--- src/rtl/sext_arbiter.sv ---
// Round-robin arbiter sharing one immediate sign/zero-extend datapath between two
// requesters, with a one-entry valid/ready output register tagged by source port.
//
// state | meaning
// EMPTY | result register holds nothing
// FULL  | result register holds a result awaiting out_ready
module sext_arbiter #(
    parameter bit RR_RESET = 1'b0
) (
    input  logic        clk,
    input  logic        rst,
    input  logic        req0_valid,
    input  logic [8:0]  req0_imm,
    input  logic [1:0]  req0_sel,
    output logic        req0_ready,
    input  logic        req1_valid,
    input  logic [8:0]  req1_imm,
    input  logic [1:0]  req1_sel,
    output logic        req1_ready,
    output logic        out_valid,
    input  logic        out_ready,
    output logic [15:0] out_data,
    output logic        out_src
);

    localparam logic [0:0] EMPTY = 1'b0;
    localparam logic [0:0] FULL  = 1'b1;

    logic [0:0]  state;
    logic        rr_ptr;
    logic        slot_free;
    logic        has_winner;
    logic        winner;
    logic        accept;
    logic [8:0]  win_imm;
    logic [1:0]  win_sel;
    logic [15:0] win_ext;

    function automatic logic [15:0] ext(input logic [8:0] imm, input logic [1:0] sel);
        case (sel)
            2'b00:   ext = {{7{imm[8]}}, imm};
            2'b01:   ext = {{8{imm[7]}}, imm[7:0]};
            2'b10:   ext = {{11{imm[4]}}, imm[4:0]};
            default: ext = {7'b0, imm};
        endcase
    endfunction

    // Readys are forced low during reset so nothing is handshaken into a clearing slot.
    always_comb begin
        slot_free  = ((state == EMPTY) | out_ready) & ~rst;
        has_winner = req0_valid | req1_valid;
        winner     = (req0_valid & req1_valid) ? rr_ptr : req1_valid;
        accept     = has_winner & slot_free;
        req0_ready = accept & (winner == 1'b0);
        req1_ready = accept & (winner == 1'b1);
        win_imm    = winner ? req1_imm : req0_imm;
        win_sel    = winner ? req1_sel : req0_sel;
        win_ext    = ext(win_imm, win_sel);
    end

    always_ff @(posedge clk or posedge rst) begin
        if (rst) begin
            state    <= EMPTY;
            rr_ptr   <= RR_RESET;
            out_data <= 16'h0000;
            out_src  <= 1'b0;
        end else begin
            if (accept) begin
                state    <= FULL;
                rr_ptr   <= ~winner;
                out_data <= win_ext;
                out_src  <= winner;
            end else if (out_ready) begin
                state <= EMPTY;
            end
        end
    end

    assign out_valid = (state == FULL);

endmodule
--- config.mk ---
export PLATFORM = sky130hd
export DESIGN_NAME = sext_arbiter
export DESIGN_NICKNAME = d
export VERILOG_FILES = /design/src/rtl/sext_arbiter.sv
export SDC_FILE = /design/constraint.sdc
export NUM_CORES = 1
export LEC_CHECK = 0
export CAP_MARGIN = 10
export CORE_ASPECT_RATIO = 0.9
export CORE_UTILIZATION = 40
export DETAILED_ROUTE_END_ITERATION = 12
export PLACE_DENSITY = 0.85
export SYNTH_ARGS = -nofsm -noshare
export SYNTH_HDL_FRONTEND = slang
export SYNTH_SLANG_ARGS = --single-unit
--- constraint.sdc ---
create_clock -name clk -period 3.6 [get_ports clk]
set_clock_uncertainty 0.05 [all_clocks]
set_input_delay 0.72 -clock clk [delete_from_list [all_inputs] [get_ports clk]]
set_output_delay 0.72 -clock clk [all_outputs]
set_load 0.005 [all_outputs]
==> results of run 1 <==
## registers in the layout, indices dropped and copies added, names as in the netlist
signal and cells:
out_valid 1, out_data 10, rr_ptr 1, out_src 1
## worst max-delay path by stage
stage	from	end	depth (start not counted)
after floorplan	rst	req0_ready	4
final	req0_valid	req1_ready	5
after CTS	req0_valid	req1_ready	5
after global placement	req0_valid	req1_ready	5
after detailed placement	req0_valid	req1_ready	5
after global routing	req0_valid	req1_ready	5
## through the flow
step	util [%]	setup slack (ps)	area, µm²	hold slack, ps
2_1_floorplan	-	1490	851	423
3_5_place_dp	66.0	441	1290	424
3_3_place_gp	66.0	462	1290	415
6_report	67.3	422	1310	434
4_1_cts	67.3	422	1310	443
5_1_grt	67.3	242	1310	487
## kinds of logic (layout without fill, tap and decap cells)
kind of cell | after synthesis | in the layout | share of synthesized area (%)
buffers and inverters | 13 | 55 | 9.56
and+or+nand+nor | 40 | 40 | 23.7
AOI/OAI and AO/OA | 25 | 25 | 25.0
DFF | 13 | 13 | 38.2
muxes | 3 | 3 | 3.53
## critical path: stages
cell,delay (ps)
clkdlybuf4s50_1,440
nand2b_1,320
nand2_2,200
nor2_1,200
clkdlybuf4s50_1,530
## per-layer routing
metal / share of wire, % / GRT usage, % / wire, µm / vias up
met2: 52 / 39.5 / 1110 / 38
met5: 0 / 0 / 0 / -
met3: 7.7 / 7.67 / 164 / 2
met1: 39 / 21.7 / 837 / 390
li1: - / - / - / 420
met4: 0.42 / 3.33 / 9 / 0
## report_power, final
| group | total (µW) | leakage [µW] | internal (µW) | switching [µW] |
|---|---|---|---|---|
| clock network | 92.3 | 0.0000150 | 43.0 | 49.2 |
| logic | 199 | 0.000366 | 125 | 74.5 |
| registers | 191 | 0.000154 | 173 | 17.9 |
| total | 482 | 0.000534 | 340 | 142 |
## cells in the final DEF, fill, tap and decap left out, types with 3 or more instances in the layout
cell type	count
a31oi_1	5
a22o_1	3
o21ai_0	4
clkbuf_4	3
dfrtp_1	13
nand3_1	3
nand2b_1	3
nand4_1	3
mux2i_1	3
nor2_1	9
clkdlybuf4s50_1	46
nand2_1	14
## area by class of cell
cell class	instances	area, µm²
clock buffer	4	26.3
fill	166	638
inverter	3	11.3
multi-input combinational	68	444
sequential	13	325
tap	25	31.3
timing repair buffer	48	475
==> reports/metrics.yaml, run 1 <==
cp.arrival_ps: 2410
syn_to_final_growth_pct: 54.4
overflow: 0
period_needed_ps: 3180
numCtsBuffers: 3
drc: 0
clk_latency_ps: 280
antenna_found_initial: 0
die_h_um: 45.8
yosysMostFrequentCell: "nand2_1"
syn_avg_cell_area_um2: 9.05
status: "finished clean"
cts_resized: 0
fin_cells: 161
power_density_nw_per_um2: 367
cp_max_fo: 9
r2r_cells: 4
whs_endpoint: "out_data[4]$_DFFE_PP0P_"
cts_setup_buffers: 0
io_buffer_count: 46
syn_inst: 94
num_vias: 850
ys_seq_elements: 13
wl_per_cell_um: 13.2
r2r_end: "out_data[8]$_DFFE_PP0P_"
final_hold_viol_count: 0
die_area_um2: 2320
timing.final.crit_share_pct: 88.3
synth_top_area_share_pct: 38.2
cts_tree: "yes"
firstDrtPassIters: 4
cts_root_buf: "clkbuf_4"
min_from: "out_data[4]$_DFFE_PP0P_"
synthFlopType: "dfrtp_1"
grt_pass1_vias: 829
fmax_mhz: 315
grtUsageTotal_pct: 20.4
fin_nets: 164
yosys-top-cells-area: "dfrtp_1 38%, nand2_1 6.2%, buf_4 5.3%, nor2_1 4.0%, a31oi_1 3.7%"
cts.clk_slew.worst_paths_ps: 80
synth_common_cells: "14 x nand2_1, 13 x dfrtp_1, 9 x nor2_1, 6 x buf_4, 5 x a31oi_1"
worst_ep_required_time_ps: 2830
rsz0062_at_grt: "false"
start_util_pct: 43.6
worst_pin_slew_ps: 667
async_reset_ff_share_pct: 100
ant_nets: 0
ys_seq_area_share_pct: 38.2
cts-htree-levels: 1
synth-edff-count: 0
irDropWorstVdd_mv: 0.216
row_count: 15
slew_violations: 0
core_area_um2: 1950
synth_top_area_cell: "dfrtp_1"
clock_path_buffers: 2
drt_iter0_drc: 20
routed_wl_um: 2130
p_leak_uw: 0.000534
dpl.hpwl_um: 1740
synth_area_um2: 851
drive_gt1_share_pct: 8.82
yosysWarnings: 0
grt_max_degree: 14
die_w_um: 50.6
worstHoldPathCells: 2
syn-num-nets: 121
hold_class: "reg -> reg"
pin_count: 47
placedCellCount: 157
relSlewSlack_pct: 55.4
grt_pass1_wl_um: 3480
cp-end-kind: "output pin"
reg2reg_slack_ps: 1990
diodes: 0
cts.sinks: 13
synth_cell_type_count: 35
crit-reg2reg-launch: "out_valid$_DFFE_PP0P_"
ctsHoldBuffers: 0
crit_path_start_kind: "input port"
crit_type: "in -> out"
setup_viol: 0
viasPerCell: 5.28
gp_congestion: 0.832
fin_setup_tns_ps: 0
power_uw: 482
cap_violations: 0
No activity file was read; power rests on OpenSTA's default activity.
==> run 2: changes to the inputs <==
CTS_CLUSTER_SIZE = 25   (was default)
==> results of run 2 <==
The final DEF is identical to that of run 1; final timing and power are the same.
